<file path="src/rtl/rf_debug_access.sv">
// Debug-side initiator for the GPR file: halts the core, takes the register-file port for one cycle, and answers on a response channel.
// Optional RF_DEBUG_RV32E_EN limits indices to x0-x15 and rejects higher ones without halting.
module rf_debug_access #(
    parameter int unsigned TIMEOUT_CYCLES = 255,
    parameter int unsigned XLEN           = 32
) (
    input  logic            CLK,
    input  logic            nRST,
    input  logic            cmd_valid,
    output logic            cmd_ready,
    input  logic            cmd_write,
    input  logic [4:0]      cmd_regno,
    input  logic [XLEN-1:0] cmd_wdata,
    output logic            rsp_valid,
    input  logic            rsp_ready,
    output logic [XLEN-1:0] rsp_rdata,
    output logic            rsp_err,
    output logic            halt_req,
    input  logic            halted,
    output logic            rf_sel,
    output logic [4:0]      rf_rs1,
    output logic [4:0]      rf_rd,
    output logic [XLEN-1:0] rf_w_data,
    output logic            rf_wen,
    input  logic [XLEN-1:0] rf_rs1_data
);

    localparam int unsigned CNT_W = $clog2(TIMEOUT_CYCLES + 1);

`ifdef RF_DEBUG_RV32E_EN
    localparam logic RV32E = 1'b1;
`else
    localparam logic RV32E = 1'b0;
`endif

    typedef enum logic [1:0] {IDLE, WAIT_HALT, ACCESS, RESP} state_t;

    state_t            state_q, state_d;
    logic [CNT_W-1:0]  cnt_q, cnt_d;
    logic              lat_write_q, lat_write_d;
    logic [4:0]        lat_regno_q, lat_regno_d;
    logic [XLEN-1:0]   lat_wdata_q, lat_wdata_d;

    logic              cmd_ready_d, rsp_valid_d, rsp_err_d, halt_req_d;
    logic [XLEN-1:0]   rsp_rdata_d, rf_w_data_d;
    logic              rf_sel_d, rf_wen_d;
    logic [4:0]        rf_idx_d;
    logic              cmd_illegal;
    logic              in_access_d;

    assign cmd_illegal = RV32E & cmd_regno[4];

    // Next-state, latched command, response data, and next registered outputs
    always_comb begin
        state_d     = state_q;
        cnt_d       = cnt_q;
        lat_write_d = lat_write_q;
        lat_regno_d = lat_regno_q;
        lat_wdata_d = lat_wdata_q;
        rsp_rdata_d = rsp_rdata;
        rsp_err_d   = rsp_err;

        unique case (state_q)
            IDLE: begin
                if (cmd_valid) begin
                    lat_write_d = cmd_write;
                    lat_regno_d = cmd_regno;
                    lat_wdata_d = cmd_wdata;
                    if (cmd_illegal) begin
                        state_d     = RESP;
                        rsp_err_d   = 1'b1;
                        rsp_rdata_d = '0;
                    end else begin
                        state_d = WAIT_HALT;
                        cnt_d   = '0;
                    end
                end
            end
            WAIT_HALT: begin
                // halted takes priority over an expiring timeout
                if (halted) begin
                    state_d = ACCESS;
                end else if (cnt_q == CNT_W'(TIMEOUT_CYCLES)) begin
                    state_d     = RESP;
                    rsp_err_d   = 1'b1;
                    rsp_rdata_d = '0;
                end else begin
                    cnt_d = cnt_q + CNT_W'(1);
                end
            end
            ACCESS: begin
                state_d     = RESP;
                rsp_err_d   = 1'b0;
                rsp_rdata_d = lat_write_q ? '0 : rf_rs1_data;
            end
            RESP: begin
                if (rsp_ready) begin
                    state_d     = IDLE;
                    rsp_rdata_d = '0;
                    rsp_err_d   = 1'b0;
                end
            end
            default: state_d = IDLE;
        endcase

        in_access_d = (state_d == ACCESS);
        cmd_ready_d = (state_d == IDLE);
        rsp_valid_d = (state_d == RESP);
        halt_req_d  = (state_d == WAIT_HALT) || in_access_d;
        rf_sel_d    = in_access_d;
        rf_idx_d    = in_access_d ? {lat_regno_d[4] & ~RV32E, lat_regno_d[3:0]} : 5'd0;
        rf_wen_d    = in_access_d && lat_write_d && (lat_regno_d != 5'd0);
        rf_w_data_d = (in_access_d && lat_write_d) ? lat_wdata_d : '0;
    end

    // Async reset drops the register-file takeover immediately
    always_ff @(posedge CLK or negedge nRST) begin
        if (!nRST) begin
            state_q     <= IDLE;
            cnt_q       <= '0;
            lat_write_q <= 1'b0;
            lat_regno_q <= 5'd0;
            lat_wdata_q <= '0;
            cmd_ready   <= 1'b1;
            rsp_valid   <= 1'b0;
            rsp_rdata   <= '0;
            rsp_err     <= 1'b0;
            halt_req    <= 1'b0;
            rf_sel      <= 1'b0;
            rf_rs1      <= 5'd0;
            rf_rd       <= 5'd0;
            rf_w_data   <= '0;
            rf_wen      <= 1'b0;
        end else begin
            state_q     <= state_d;
            cnt_q       <= cnt_d;
            lat_write_q <= lat_write_d;
            lat_regno_q <= lat_regno_d;
            lat_wdata_q <= lat_wdata_d;
            cmd_ready   <= cmd_ready_d;
            rsp_valid   <= rsp_valid_d;
            rsp_rdata   <= rsp_rdata_d;
            rsp_err     <= rsp_err_d;
            halt_req    <= halt_req_d;
            rf_sel      <= rf_sel_d;
            rf_rs1      <= rf_idx_d;
            rf_rd       <= rf_idx_d;
            rf_w_data   <= rf_w_data_d;
            rf_wen      <= rf_wen_d;
        end
    end

endmodule

</file>
<file path="config.mk">
export PLATFORM = sky130hd
export DESIGN_NAME = rf_debug_access
export DESIGN_NICKNAME = d
export VERILOG_FILES = /design/src/rtl/rf_debug_access.sv
export SDC_FILE = /design/constraint.sdc
export NUM_CORES = 1
export LEC_CHECK = 0
export ABC_AREA = 1
export CAP_MARGIN = 10
export CORE_MARGIN = 10
export CORE_UTILIZATION = 42
export CTS_CLUSTER_SIZE = 8
export DETAILED_ROUTE_END_ITERATION = 12
export GPL_TIMING_DRIVEN = 0
export PLACE_DENSITY_LB_ADDON = 0.05
export SLEW_MARGIN = 10
export SYNTH_ARGS = -nofsm -noshare
export SYNTH_HDL_FRONTEND = slang
export SYNTH_SLANG_ARGS = --single-unit
</file>
<file path="constraint.sdc">
create_clock -name CLK -period 2 [get_ports CLK]
set_clock_uncertainty 0.2 [all_clocks]
set_input_delay 0.2 -clock CLK [delete_from_list [all_inputs] [get_ports CLK]]
set_output_delay 0.2 -clock CLK [all_outputs]
set_load 0.1 [all_outputs]
</file>
# After elaboration in Yosys (flattened, before gate mapping)

Cells that the tools add are included.

$add $sub $neg: 1
Equality and inequality tests: 12
Muxes and demuxes: 26
Bitwise operators: 1
Reduce and logical (&&, ||, !) cells: 9

Operators with widths:

| operator              | number |
|---|---|
| $mux W32              | 7 |
| $pmux W32 S3          | 1 |
| $mux W8               | 3 |
| $pmux W8 S2           | 1 |
| $mux W5               | 3 |
| $ne A2 B2 Y1 const B  | 5 |
| $add A8 B1 Y8 const B | 1 |
| $eq A2 B2 Y1 const B  | 4 |
| $eq A8 B8 Y1 const B  | 1 |
| $mux W2               | 4 |
| $pmux W2 S4           | 1 |
| $reduce_and A4 Y1     | 2 |
| $mux W1               | 5 |
| $reduce_bool A5 Y1    | 1 |
| $eq A2 B1 Y1 const B  | 2 |
| $logic_not A2 Y1      | 2 |
| $pmux W1 S3           | 1 |
| $logic_and A1 B1 Y1   | 2 |
| $reduce_bool A2 Y1    | 1 |
| $logic_or A1 B1 Y1    | 1 |
| $not A1 Y1            | 1 |

Bits in registers: 123
Bits of input ports: 75
Output and inout bits: 80
Word-level logic and storage cells: 63

# Depth between registers and ports, before layout

Gate-level depths: netlist (run 1).

Depth in word-level cells: 7
Depth in mapped cells: 9
Gate-level depth less buffers: 8

# Worst setup path before layout (run 1)

Ideal clock, no wire load.

Path kind: flip-flop to flip-flop
Start: register state_q[1]
End: register rf_w_data[10]
Setup time: 0.125 ns
Arrival time: 1.529 ns
Data required time: 1.675 ns
Setup slack: 0.146 ns
Cell stages (with the launch flop): 10
Path buffers: 1
Period minus slack after synthesis: 1.854 ns
Path through: dfrtp_1 inv_1 nor2_1 inv_1 nand2_1 nor2_2 ha_1 nand2_2 buf_6 nor2_1

Longest elaborated chain between the ends: 6
Elaborated cells on any way between the ends: 14
Classes of those cells: 4 x eq/ne; 8 x mux; 2 x reduce/logical

RTL lines:

| element                   | RTL line | text |
|---|---|---|
| from (decl)               | 38       | `state_t state_q, state_d;` |
| from (signal assigned)    | 135      | `state_q <= state_d;` |
| $mux W2                   | 83       | `end else if (cnt_q == CNT_W'(TIMEOUT_CYCLES)) begin` |
| $mux W2                   | 81       | `if (halted) begin` |
| $pmux W2 S4 *             | 63       | `unique case (state_q)` |
| $eq A2 B2 Y1 *            | 106      | `in_access_d = (state_d == ACCESS);` |
| named net in_access_d     | 49       | `logic in_access_d;` |
| $logic_and A1 B1 Y1 *     | 113      | `rf_w_data_d = (in_access_d && lat_write_d) ? lat_wdata_d : '0;` |
| $mux W32 *                | 113      |  |
| named net rf_w_data_d[10] | 45       | `logic [XLEN-1:0] rsp_rdata_d, rf_w_data_d;` |
| to (signal assigned)      | 148      | `rf_w_data <= rf_w_data_d;` |
| to (decl)                 | 23       | `output logic [XLEN-1:0] rf_w_data,` |

The timed path passes the listed nets; every way through them passes the cells marked *.
A chain may end at the register's enable or synchronous reset.

# Worst setup path after layout (run 1)

Start: register rf_w_data[21]
End: output port rf_w_data[21]

No word-level cell between the ends.

==> impl_metrics.py, run 1 <==
metrics = {
    "status": {
        "status": "finished, final reports clean",
    },
    "critical_path": {
        "critPathBufInv": 1,
        "criticalPathCategory": "reg -> out",
        "cp_slowest_cell": "clkdlybuf4s15_1",
        "crit_path_start_kind": "flip-flop",
        "reg2reg_slack_ns": 0.13,
        "path_max_fanout": 1,
        "r2r-start": "cnt_q[1]",
        "cp_cell_sequence": "clkdlybuf4s15_1",
        "crit_required_ns": 1.60,
        "critical_path.top_delay_family": "buffers and inverters",
        "slowest_delay_ns": 0.83,
        "arrival_ns": 1.56,
        "end_kind": "primary output",
        "r2r_end": "rf_w_data[6]",
        "r2r.worst_path.cells": 9,
    },
    "place": {
        "dp_hpwl_mm": 9.254,
        "port_buffers": 154,
        "gp_congestion": 0.7931,
    },
    "synth": {
        "ys_types": 25,
        "ys_ff_latch": 123,
        "yosysSeqAreaShare_pct": 62.89,
        "synth.most_common_cell": "nand2_1",
        "synthFlopType": "dfrtp_1",
        "synth_edf_count": 0,
        "synth_top_area_share_pct": 62.36,
        "avgSynthCellArea_um2": 9.186,
        "synthCells": 533,
        "yosysTopAreaCell": "dfrtp_1",
        "synthTopCellsByCount": "138 x nand2_1, 122 x dfrtp_1, 95 x inv_1",
        "ys_top_cells_by_area": "dfrtp_1 62%, nand2_1 11%, inv_1 7.3%",
        "syn_area_um2": 4896,
        "yosys_warnings": 0,
        "syn_nets": 610,
        "ys_async_sr_fraction_pct": 100.0,
    },
    "cts": {
        "clock_latency_ns": 0.41,
        "cts.htree.levels": 4,
        "clock-sinks": 123,
        "cts_buffers": 17,
        "cts_buffer_depth": 2,
        "cts.clk_slew.worst_paths_ns": 0.05,
        "cts_tree": "built",
        "cts-root-buf": "clkbuf_16",
    },
    "routing": {
        "wl_mm": 12.68,
        "drtPass1Iterations": 4,
        "routedWlPerCell_um": 14.57,
        "viasPerCell": 4.523,
        "via_count": 3935,
        "first_iter_violations": 251,
        "ant_nets": 0,
        "route.detailed.drc": 0,
    },
    "job": {
        "max_cap_viol_count": 0,
    },
    "global_routing": {
        "antenna_found_initial": 0,
        "grtUsageTotal_pct": 15.61,
        "grt_overflow_total": 0,
        "grt_max_degree": 64,
        "grt_pass1_wl_mm": 20.46,
        "grt_pass1_vias": 4117,
    },
    "hold_path": {
        "hp-class": "in -> async",
    },
    "sta": {
        "fin_crit_ns": 1.965,
        "drv_slew": 0,
        "setup_viol": 0,
        "worstMarginPinSlew_ns": 0.9752,
        "relSlewSlack_pct": 35.24,
        "holdWs_ns": 0.1348,
        "fin_tns_setup_ns": 0,
        "fin_crit_sh_pct": 98.24,
        "fmax_mhz": 508.9,
        "hold_violations": 0,
    },
    "finish": {
        "area_delta_synth_final_pct": 50.22,
        "antenna_cells": 0,
        "nets": 791,
        "layout-drive-gt1-share_pct": 20.08,
        "final_core_util_pct": 64.41,
        "fill_cells": 984,
        "multi_input_area_um2": 1343,
        "seq_area_um2": 3080,
    },
    "die": {
        "num_rows": 39,
        "die_h_um": 128.0,
        "dieArea_um2": 16380,
        "die_x_um": 128.0,
        "core_um2": 11420,
        "ioPinCount": 155,
        "initial_core_util_pct": 42.88,
    },
}
[timing repair]
item | CTS | global route
cloned | 0 | 0
hold buffers | 1 | 0
endpoints found under the hold margin | 62 | 0
endpoints found under the setup margin | 113 | 52
setup buffers | 0 | 6
resized for setup | 205 | 33
pin swaps | 0 | 2
[layout by cell type (no fill, tap or decap), types with 2 or more instances in the layout]
cell type / netlist / routed
bufinv_16: 0 / 3
o21ai_1: 8 / 8
nand3_1: 45 / 44
nand3_4: 0 / 2
dfrtp_1: 122 / 121
clkdlybuf4s15_2: 0 / 46
clkbuf_8: 0 / 5
clkbuf_1: 3 / 6
inv_2: 2 / 3
clkinv_2: 0 / 3
nand2_2: 5 / 4
buf_2: 12 / 12
nand2_1: 138 / 138
nor2_4: 2 / 5
clkdlybuf4s15_1: 0 / 17
clkdlybuf4s50_1: 0 / 73
inv_1: 95 / 94
clkbuf_16: 0 / 17
buf_4: 6 / 12
clkbuf_2: 0 / 17
nor2_1: 44 / 41
buf_6: 5 / 6
o21ai_0: 34 / 34
[final cells by class]
cell class	instances	area share [%]
flip-flops and latches	123	41.88
clock inverters	7	1.531
well taps	143	2.433
inverters	97	4.951
repair buffers	162	21.73
plain buffers	26	2.348
clock buffers	25	6.873
multi-input cells	287	18.25
[layer usage]
metal  share of wire (%)  vias up  global-route usage [%]  wire, um
li1                    -     1959                       -         -
met1                  40     1848                   16.56      5032
met2                  49      115                   26.10      6253
met3                 9.8       13                   8.395      1245
met4                 1.1        0                   4.967       145
met5                   0        -                       0         0
[how the worst max path moves through the flow]
stage | start | endpoint | slack (ns) | cells after the start
after CTS | rf_w_data[27] | rf_w_data[27] | 0.0002 | 1
after global placement | nRST | rsp_rdata[15] | -4.24 | 1
after detailed placement | state_q[1] | rf_w_data[6] | -0.30 | 9
after floorplan | state_q[1] | rf_w_data[10] | 0.15 | 9
final | rf_w_data[21] | rf_w_data[21] | 0.04 | 1
after global routing | cnt_q[0] | rf_w_data[6] | -0.01 | 9
[stage by stage]
stage / std cells / setup WS (ns) / cell area, um^2
6_report: 870 / 0.03514 / 7355
5_1_grt: 870 / -0.01478 / 7355
4_1_cts: 864 / 0.0002206 / 7341
3_5_place_dp: 831 / -0.2953 / 6645
3_3_place_gp: 830 / -4.243 / 6616
2_1_floorplan: 533 / 0.1458 / 4896
[sequential cells by signal, summed over array words and instances (netlist names)]
name	count
lat_wdata_q	32
rf_w_data	32
rsp_rdata	32
cnt_q	8
lat_regno_q	5
rf_rd	5
state_q	2
cmd_ready	1
halt_req	1
lat_write_q	1
rf_sel	1
rf_wen	1
rsp_err	1
rsp_valid	1
[logic make-up (layout without fill, tap and decap cells)]
| logic type | count (synthesis) | after routing | synth area share (%) |
|---|---|---|---|
| compound gates | 45 | 45 | 4.907 |
| simple gates | 240 | 240 | 20.73 |
| flops | 123 | 123 | 62.89 |
| buf+inv | 123 | 317 | 10.96 |
| fa+ha+maj | 2 | 2 | 0.5110 |
Power of run 1 is left out: the tool's default activity adds up to more than one toggle a clock period on the data nets, which glitch-free logic cannot reach.
==> inputs of run 2 (changes only) <==
CORE_UTILIZATION = 43   (was 42)
CTS_BUF_LIST = sky130_fd_sc_hd__clkbuf_2   (was not set)
==> impl_metrics.py, run 2 (synthesis gave the netlist of run 1 again) <==
metrics = {
    "global_routing": {
        "grtUsageTotal_pct": 16.29,
        "antenna_found_initial": 0,
        "grt_overflow_total": 0,
        "grt_max_degree": 68,
        "grt_pass1_vias": 4456,
        "grt_pass1_wl_mm": 21.72,
    },
    "place": {
        "dp_hpwl_mm": 8.995,
        "port_buffers": 154,
        "gp_congestion": 0.7610,
        "dp_worst_setup_slack_ns": -0.2703,
        "postPlaceCellArea_um2": 6641,
    },
    "sta": {
        "setup_slack_ns": 0.08491,
        "relSlewSlack_pct": 63.98,
        "worstMarginPinSlew_ns": 0.5402,
        "setup_viol": 0,
        "fin_crit_ns": 1.915,
        "fmax_mhz": 522.2,
        "fin_crit_sh_pct": 95.75,
        "drv_slew": 0,
        "hold_violations": 0,
    },
    "routing": {
        "routedWlPerCell_um": 14.17,
        "wl_mm": 13.26,
        "route.detailed.drc": 0,
        "drtPass1Iterations": 5,
        "viasPerCell": 4.547,
        "via_count": 4256,
        "first_iter_violations": 288,
        "ant_nets": 0,
    },
    "die": {
        "core_um2": 10980,
        "ioPinCount": 155,
        "num_rows": 38,
        "die_x_um": 126.7,
        "dieArea_um2": 16050,
        "die_h_um": 126.7,
        "initial_core_util_pct": 44.58,
    },
    "cts": {
        "cts.clk_slew.worst_paths_ns": 0.19,
        "cts_buffers": 17,
        "cts_buffer_depth": 2,
        "cts_tree": "built",
        "cts-root-buf": "clkbuf_2",
        "clock-sinks": 123,
        "cts.htree.levels": 4,
        "clock_latency_ns": 0.64,
    },
    "finish": {
        "fin_area_um2": 7356,
        "largestRegisters": "lat_wdata_q (32), rf_w_data (32), rsp_rdata (32)",
        "antenna_cells": 0,
        "layout-drive-gt1-share_pct": 20.85,
        "mostFrequentLayoutCells": "138 x nand2_1, 120 x dfrtp_1, 94 x inv_1",
        "nets": 860,
        "area_delta_synth_final_pct": 50.24,
        "layout_commonest_cell": "nand2_1",
        "fill_cells": 959,
        "final_core_util_pct": 66.97,
    },
    "critical_path": {
        "crit_required_ns": 2.31,
        "arrival_ns": 2.23,
        "crit_path_start_kind": "flip-flop",
        "crit_path_start": "state_q[1]",
        "end_kind": "flip-flop",
        "r2r-start": "state_q[1]",
        "path_max_fanout": 10,
        "criticalPathCategory": "reg -> reg",
    },
    "job": {
        "max_cap_viol_count": 0,
    },
    "hold_path": {
        "min_from": "cmd_regno[0]",
        "hp-class": "in -> reg",
    },
    "status": {
        "status": "finished, final reports clean",
    },
}
## run 2: final timing paths
path                                  end  slack (ns)  cells after the start
setup / recovery             rf_w_data[4]        0.08                      8
hold / removal             lat_regno_q[0]        0.06                      4
setup reg to reg             rf_w_data[4]        0.08                      8
hold reg to reg              rsp_rdata[2]        0.29                      2
max in group asynchronous    rsp_rdata[3]        0.48                      4
min in group asynchronous    rf_w_data[6]        0.42                      3
## run 2: area by class of cell
class                   instances  area (um^2)  share of cell area [%]
plain buffers                  26        176.4                   2.398
clock buffers                  17        85.08                   1.157
inverters                      97        364.1                   4.950
clock inverters                15        221.5                   3.011
well taps                     140        175.2                   2.381
multi-input cells             287         1320                   17.95
flip-flops and latches        123         3082                   41.89
repair buffers                231         1932                   26.26
## run 2: what timing repair did
| item | in CTS | in global routing |
|---|---|---|
| endpoints found under the setup margin | 113 | 56 |
| endpoints found under the hold margin | 199 | 0 |
| pin swaps | 2 | 4 |
| gates resized for setup | 387 | 34 |
| hold buffers | 68 | 0 |
| setup buffers | 3 | 5 |
| gates cloned | 0 | 0 |
## run 2: per-layer routing
layer  wire length [um]  global-route usage (%)  vias up
li1                   -                       -     2093
met1               5344                   18.09     2012
met2               6606                   27.76      137
met3               1169                   7.330       14
met4                144                   4.287        0
met5                  0                       0        -
## run 2: critical path, cell delays in order (launching register included)
cell and delay, ns:
dfrtp_2 0.52, nand2_1 0.12, nor2_1 0.06, nor2_2 0.21, nand3_2 0.15, ha_4 0.21, nand2_4 0.12, buf_6 0.16
nor2_1 0.05
## run 2: through the flow
stage                     hold WS, ns  setup TNS (ns)  cells
after floorplan               -0.2956               0    533
after global placement         0.2533         -528.42    827
after detailed placement      0.01099          -7.818    828
after CTS                    0.003391               0    931
after global routing          0.01535         -0.7358    936
final                         0.05980               0    936
Power of run 2 is left out for the same reason.
